`src/rtl/instr_pkg.sv`:
```
// instr_pkg: MIPS-32 opcode/funct constants, field widths and format classification shared by encode and decode
package instr_pkg;
  localparam int OPCODE_W = 6;
  localparam int REG_W    = 5;
  localparam int SHAMT_W  = 5;
  localparam int FUNCT_W  = 6;
  localparam int IMM_W    = 16;
  localparam int JADDR_W  = 26;
  localparam logic [OPCODE_W-1:0] OP_RTYPE = 6'h00;
  localparam logic [OPCODE_W-1:0] OP_J     = 6'h02;
  localparam logic [OPCODE_W-1:0] OP_JAL   = 6'h03;
  localparam logic [FUNCT_W-1:0]  FUNCT_SLL = 6'h00;
  localparam logic [FUNCT_W-1:0]  FUNCT_SRL = 6'h02;
  localparam logic [FUNCT_W-1:0]  FUNCT_SRA = 6'h03;
  typedef enum logic [1:0] {FMT_R, FMT_I, FMT_J} fmt_t;
  function automatic fmt_t fmt_of(input logic [OPCODE_W-1:0] op);
    return (op == OP_RTYPE) ? FMT_R : (op == OP_J || op == OP_JAL) ? FMT_J : FMT_I;
  endfunction
endpackage

```
`src/rtl/instr_fifo.sv`:
```
// instr_fifo: synchronous FIFO with occupancy count; caller qualifies push/pop, head reads as zero when empty
module instr_fifo #(
  parameter int DEPTH = 4,
  parameter int WIDTH = 32
) (
  input  logic                     clk,
  input  logic                     reset,
  input  logic                     push,
  input  logic                     pop,
  input  logic [WIDTH-1:0]         din,
  output logic [WIDTH-1:0]         dout,
  output logic [$clog2(DEPTH):0]   level
);
  localparam int AW = $clog2(DEPTH);
  localparam int LW = AW + 1;
  logic [WIDTH-1:0] mem [DEPTH];
  logic [AW-1:0]    wptr, rptr;
  // pointers wrap naturally at the power-of-two depth; level tracks push minus pop
  always_ff @(posedge clk or posedge reset) begin
    if (reset) begin
      wptr  <= '0;
      rptr  <= '0;
      level <= '0;
    end else begin
      if (push) wptr <= wptr + 1'b1;
      if (pop) rptr <= rptr + 1'b1;
      level <= level + LW'(push) - LW'(pop);
    end
  end
  // storage is deliberately left unreset; emptiness masks stale data at the head
  always_ff @(posedge clk) begin
    if (push) mem[wptr] <= din;
  end
  assign dout = (level == '0) ? '0 : mem[rptr];
endmodule

```
`src/rtl/instr_encode.sv`:
```
// instr_encode: assembles MIPS-32 fields into R/I/J words, buffers them and tags each with a word address (optional INSTR_ENCODE_CHECK_EN adds shift-field sanity flags)
module instr_encode
  import instr_pkg::*;
#(
  parameter int                DEPTH     = 4,
  parameter int                ADDR_W    = 26,
  parameter logic [ADDR_W-1:0] BASE_ADDR = '0
) (
  input  logic                     clk,
  input  logic                     reset,
  input  logic                     in_valid,
  output logic                     in_ready,
  input  logic [OPCODE_W-1:0]      opcode,
  input  logic [REG_W-1:0]         rs,
  input  logic [REG_W-1:0]         rt,
  input  logic [REG_W-1:0]         rd,
  input  logic [SHAMT_W-1:0]       shamt,
  input  logic [FUNCT_W-1:0]       funct,
  input  logic [IMM_W-1:0]         imm,
  input  logic [JADDR_W-1:0]       addr,
  output logic                     out_valid,
  input  logic                     out_ready,
  output logic [31:0]              instr,
  output logic [ADDR_W-1:0]        out_addr,
  output logic [$clog2(DEPTH):0]   level
`ifdef INSTR_ENCODE_CHECK_EN
  ,
  output logic                     err,
  output logic [7:0]               err_count
`endif
);
  localparam int LW = $clog2(DEPTH) + 1;
`ifdef INSTR_ENCODE_CHECK_EN
  localparam int WIDTH = 33;
`else
  localparam int WIDTH = 32;
`endif
  fmt_t             fmt;
  logic [31:0]      word;
  logic             push, pop;
  logic [WIDTH-1:0] din, dout;
  // word layout follows the format implied by the opcode; unused fields drop out
  always_comb begin
    fmt  = fmt_of(opcode);
    word = (fmt == FMT_R) ? {opcode, rs, rt, rd, shamt, funct} :
           (fmt == FMT_J) ? {opcode, addr} : {opcode, rs, rt, imm};
  end
  assign in_ready  = (level != LW'(DEPTH));
  assign out_valid = (level != '0);
  assign push      = in_valid && in_ready;
  assign pop       = out_valid && out_ready;
  assign instr     = dout[31:0];
`ifdef INSTR_ENCODE_CHECK_EN
  logic flag;
  assign flag = (fmt == FMT_R) && (shamt != '0) && !(funct inside {FUNCT_SLL, FUNCT_SRL, FUNCT_SRA});
  assign din  = {flag, word};
  assign err  = out_valid && dout[32];
  // count flagged pushes, holding at the top of the range
  always_ff @(posedge clk or posedge reset) begin
    if (reset) err_count <= '0;
    else if (push && flag && err_count != 8'hFF) err_count <= err_count + 1'b1;
  end
`else
  assign din = word;
`endif
  // word address of the head advances once per accepted word
  always_ff @(posedge clk or posedge reset) begin
    if (reset) out_addr <= BASE_ADDR;
    else if (pop) out_addr <= out_addr + 1'b1;
  end
  instr_fifo #(.DEPTH(DEPTH), .WIDTH(WIDTH)) u_fifo (
    .clk(clk), .reset(reset), .push(push), .pop(pop),
    .din(din), .dout(dout), .level(level)
  );
endmodule

```
`config.mk`:
```
export PLATFORM = sky130hd
export DESIGN_NAME = instr_encode
export DESIGN_NICKNAME = d
export VERILOG_FILES = /design/src/rtl/instr_pkg.sv /design/src/rtl/instr_fifo.sv /design/src/rtl/instr_encode.sv
export SDC_FILE = /design/constraint.sdc
export NUM_CORES = 1
export LEC_CHECK = 0
export ABC_CLOCK_PERIOD_IN_PS = 3000
export BUFFER_PORTS_ARGS = -buffer_cell sky130_fd_sc_hd__buf_2
export CAP_MARGIN = 10
export CORE_AREA = 5 5 133 135
export CTS_CLUSTER_SIZE = 16
export DETAILED_ROUTE_END_ITERATION = 12
export DIE_AREA = 0 0 138 140
export SYNTH_ARGS = -nofsm -noshare
export SYNTH_HDL_FRONTEND = slang
export SYNTH_SLANG_ARGS = --single-unit
```
`constraint.sdc`:
```
create_clock -name clk -period 3 [get_ports clk]
set_input_delay 0.15 -clock clk [delete_from_list [all_inputs] [get_ports clk]]
set_output_delay 0.15 -clock clk [all_outputs]
set_load 0.1 [all_outputs]
```
== After elaboration in Yosys (flattened, before gate mapping) ==
Memory sizes are Yosys's and may differ from the RTL's.
Cells that the tools add are included.
Cells by class
  add/subtract/negate cells: 5
  multiply operators: 0
  divide/modulo/power cells: 0
  order comparisons: 0
  equal/unequal tests: 4
  shift-type cells: 0
  mux-type cells: 7
  bitwise gates (word level): 0
  reduce and logical (&&, ||, !) cells: 7
Operators with widths (count)
  two-way mux 26 bit: 2
  two-way mux 32 bit: 1
  adder 26 x 1 -> 26 bit, second input constant: 1
  equality test 6 x 2 -> 1 bit, second input constant: 2
  logical NOT 6 bit: 1
  adder 2 x 1 -> 2 bit, second input constant: 2
  two-way mux 2 bit: 2
  adder 3 x 1 -> 3 bit: 1
  logical NOT 3 bit: 1
  != test 3 bit, second input constant: 1
  nonzero test 3 bit: 1
  subtractor 3 x 1 -> 3 bit: 1
  equality test 2 bit, second input constant: 1
  logical AND 1 bit: 2
  logical NOT 2 bit: 1
  two-way mux 1 bit: 2
  logical OR 1 bit: 1
Storage, ports and cells
  flip-flop bits (word level): 33
  bits in latches: 0
  bits in writable memories: 128
  memory bits (read-only): 0
  input bits: 78
  logic and storage cells: 28
  memories kept: 1
Memories
  u_fifo.mem: words 4, width 32, read ports 1, clocked after Yosys merged registers in 0, wr ports 1, RTL line instr_fifo.sv:16  | logic [WIDTH-1:0] mem [DEPTH];

== Depth between registers and ports, before layout ==
  depth after elaboration: 7
  depth in mapped cells: 11
  depth with buffers taken out: 11

== By module ==
From an unflattened synthesis, not the netlist that was laid out.
Unflattened totals
  cell total of the unflattened synthesis: 435
  area total of the unflattened synthesis: 7160.6 um2
By module, submodules not included
  instr_fifo: times used 1, cells an instance 237, area an instance 5265.0 um2, sequential area each 4018.9 um2
  instr_encode: times used 1, cells an instance 198, area an instance 1895.6 um2, sequential area each 650.6 um2

== Least setup slack after synthesis ==
OpenSTA, ideal clock, no wires.
  path kind: flip-flop to output port
  start: reg u_fifo.level[1]
  end: out instr[22]
  arrival time: 3.203 ns
  setup slack: -0.353 ns
  stages on the path, launching flop included: 5
  buffers on the path: 1
  path through: dfrtp_1 -> nor3_2 -> inv_1 -> clkbuf_1 -> and2_1
Between the ends
  word-level cells in the longest chain between the ends: 2
Ends and longest elaborated chain
  start: declaration: RTL line instr_fifo.sv:12  | output logic [$clog2(DEPTH):0] level
  start signal: assignment: RTL line instr_fifo.sv:27  | level <= level + LW'(push) - LW'(pop);
  logical NOT 3 bit: RTL line instr_fifo.sv:34  | assign dout = (level == '0) ? '0 : mem[rptr];
  two-way mux 32 bit: RTL line instr_fifo.sv:34
  end: declaration: RTL line instr_encode.sv:23  | output logic [31:0] instr,
Every way passes these cells.

== Worst setup path after layout ==
  start: reg u_fifo.rptr[1]
  end: out instr[5]
Between the ends
  word-level cells in the longest chain between the ends: 2
Ends and longest elaborated chain
  start: declaration: RTL line instr_fifo.sv:17  | logic [AW-1:0] wptr, rptr;
  start signal: assignment: RTL line instr_fifo.sv:26  | if (pop) rptr <= rptr + 1'b1;
  memory (4 x 32 bit)
  two-way mux 32 bit: RTL line instr_fifo.sv:34
Every way passes these cells.

==> qor.csv <==
stage,metric,value,unit
logic_synthesis,part of the Yosys area used for sequential elements,68.0,%
sta,setup clock skew after layout,0.00646,ns
sta,Setup TNS Final,0,ns
die,I/O pin cnt,141,
grt,pin count of the biggest net entering global routing,35,
sta,clock period minus final worst setup slack,2.50,ns
sta,RSZ-0062 raised after global routing,no,
logic_synthesis,number of standard cells after synthesis,410,
logic_synthesis,total of flip-flops plus latches after synthesis,161,
logic_synthesis,synthesized netlist net count,496,
routing,average vias per placed instance,4.94,
setup_path,data arrival time of the critical path,2.35,ns
setup_path,CP required,2.85,ns
finish,share of cells above drive strength 1,41.1,%
clocking,Post-CTS Setup Bufs,0,
logic_synthesis,yosys synthesis warning count,0,
routing,number of vias after detailed routing,3958,
logic_synthesis,Yosys cell types,30,
routing,number of search-and-repair iterations in the first detailed-routing pass,4,
sta,"Hold Vio Cnt, Final",0,
clocking,"CTS clk-pin slew, worst paths",0.06,ns
placement,IO buf count,140,
grt,total grt overflow,0,
sta,worst rel slew slack,39.8,%
grt,GRT Total Usage,15.4,%
die,effective utilization at floorplan,42.0,%
clocking,CTS Hold Bufs,7,
routing,final wirelength,14200,µm
grt,number of antenna violations at the first check in global routing,0,
sta,setup violators final,0,
routing,routed length per instance,17.7,µm
clocking,CTS tree,built,
die,die boundary height,140,µm
sta,Max Slew Vio Count,0,
routing,drc violations,0,
routing,antenna-violating nets left,0,
logic_synthesis,cell types occupying the most area after synthesis,"sky130_fd_sc_hd__edfxtp_1, sky130_fd_sc_hd__dfrtp_1, sky130_fd_sc_hd__mux4_2, sky130_fd_sc_hd__xnor2_1, sky130_fd_sc_hd__and2_1",
die,area of the die,19300,µm²
run,max capacitance violation total,0,
die,FP Rows,47,
die,Die X,138,µm
placement,Post-DP HPWL,9170,µm
clocking,clock latency reported for the late side of the worst-skew pair,0.42,ns
logic_synthesis,synthesized area per cell,16.8,µm²
finish,ant diodes,0,
clocking,number of clock sinks,161,
setup_path,"Worst Path Class, Setup",reg -> out,
die,Core Box Area,16300,µm²
logic_synthesis,summed instance area of the synthesized netlist,6870,µm²
setup_path,element type at the critical path end,output pin,
clocking,TritonCTS Buffers,17,
logic_synthesis,share of Yosys cell area claimed by the top area cell type,55.9,%
finish,relative area change from synthesis to final layout,24.1,%
finish,"commonest cells after routing, fill and taps aside","sky130_fd_sc_hd__buf_2, sky130_fd_sc_hd__edfxtp_1, sky130_fd_sc_hd__mux4_2, sky130_fd_sc_hd__and2_1, sky130_fd_sc_hd__dfrtp_1",
outcome,status,finished clean,
placement,weighted congestion at the end of routability-driven global placement,0.728,
finish,Final Net Count,655,
clocking,cts repair resizes,0,
finish,most common library cell in the layout ignoring fill and taps,sky130_fd_sc_hd__buf_2,
hold_path,path type of the worst min-delay path,in -> reg,
grt,vias in the first global route,4282,
sta,fraction of the cycle the final worst path needs,83.3,%
clocking,clock root buffer,sky130_fd_sc_hd__clkbuf_16,
sta,highest achievable clock rate,0.400,GHz
clocking,number of buffers between clock root and the deepest sink,2,
logic_synthesis,Synth area leader,sky130_fd_sc_hd__edfxtp_1,
routing,drt initial violations,180,
clocking,maximum level of the CTS H-tree,4,
sta,worst-margin pin slew,0.903,ns
grt,first-pass GRT wire length,23000,µm
setup_path,startpoint class of the critical path,register,
setup_path,Worst Path Max Fanout,30,
sequential cells by signal, summed over array words and instances, names as in the netlist:
| signal | count |
|---|---|
| u_fifo.rptr | 2 |
| u_fifo.wptr | 2 |
| u_fifo.mem | 128 |
| out_addr | 26 |
| u_fifo.level | 3 |
per-stage QoR:
| stage | cell area (µm²) | hold slack, ns | instances | setup WS (ns) | utilization, % |
|---|---|---|---|---|---|
| global placement | 7870 | 0.263 | 763 | 0.742 | 48.1 |
| detailed placement | 7870 | 0.267 | 763 | 0.676 | 48.1 |
| CTS | 8520 | 0.0464 | 802 | 0.459 | 52.1 |
| global route | 8520 | 0.0630 | 802 | 0.409 | 52.1 |
| floorplan | 6880 | 0.249 | 410 | 0.148 | - |
| finish | 8520 | 0.0580 | 802 | 0.500 | 52.1 |
critical path, stage by stage, from the launching register on:
cell and delay [ns]:
sky130_fd_sc_hd__dfrtp_2 0.92, sky130_fd_sc_hd__buf_4 0.26, sky130_fd_sc_hd__mux4_2 0.28, sky130_fd_sc_hd__and2_1 0.17
sky130_fd_sc_hd__buf_2 0.29
worst paths after layout:
check	startpoint	to	slack, ns	cells after the start
max reg2reg	u_fifo.level[2]	u_fifo.level[2]	0.66	11
min reg2reg	out_addr[25]	out_addr[25]	0.46	1
max	u_fifo.rptr[1]	instr[5]	0.50	4
min	out_ready	u_fifo.rptr[1]	0.06	3
max in group asynchronous	reset	u_fifo.rptr[1]	2.30	4
min in group asynchronous	reset	out_addr[4]	0.37	4
final cells by class:
type	count	area (µm²)
Fill cell	1408	7830
Sequential cell	161	4670
Multi-Input combinational cell	221	2090
Timing Repair Buffer	157	858
Clock buffer	18	429
Tap cell	220	275
Clock inverter	14	154
Inverter	11	41.3
synthesized netlist by cell type (all sizes together):
master / instances
clkbuf: 10
nand3: 8
nand2: 14
or3: 1
buf: 7
or4: 1
and3: 6
nor3: 6
nor4: 6
mux2i: 16
nor2: 23
edfxtp: 128
xnor2: 23
xor2: 7
a21oi: 16
dfrtp: 33
mux2: 12
nand4: 8
o311ai: 1
fa: 1
inv: 11
ha: 7
mux4: 32
and2: 33
metal layers:
| layer | routed length [µm] | global-route usage, % |
|---|---|---|
| met1 | 6250 | 20.1 |
| met2 | 7200 | 25.4 |
| met3 | 541 | 3.41 |
| met4 | 233 | 5.77 |
| met5 | 0 | 0 |
logic make-up after synthesis:
| family | synth area share (%) |
|---|---|
| DFF | 68.0 |
| and+or+nand+nor | 8.76 |
| muxes | 14.8 |
| xor gates and xnor gates | 3.82 |
| buffers and inverters | 1.69 |
| AOI/OAI and AO/OA | 1.40 |
| adders and majority gates | 1.57 |
Power is left out: the tool's default activity adds up to more than one toggle a clock period on the data nets, which glitch-free logic cannot reach.
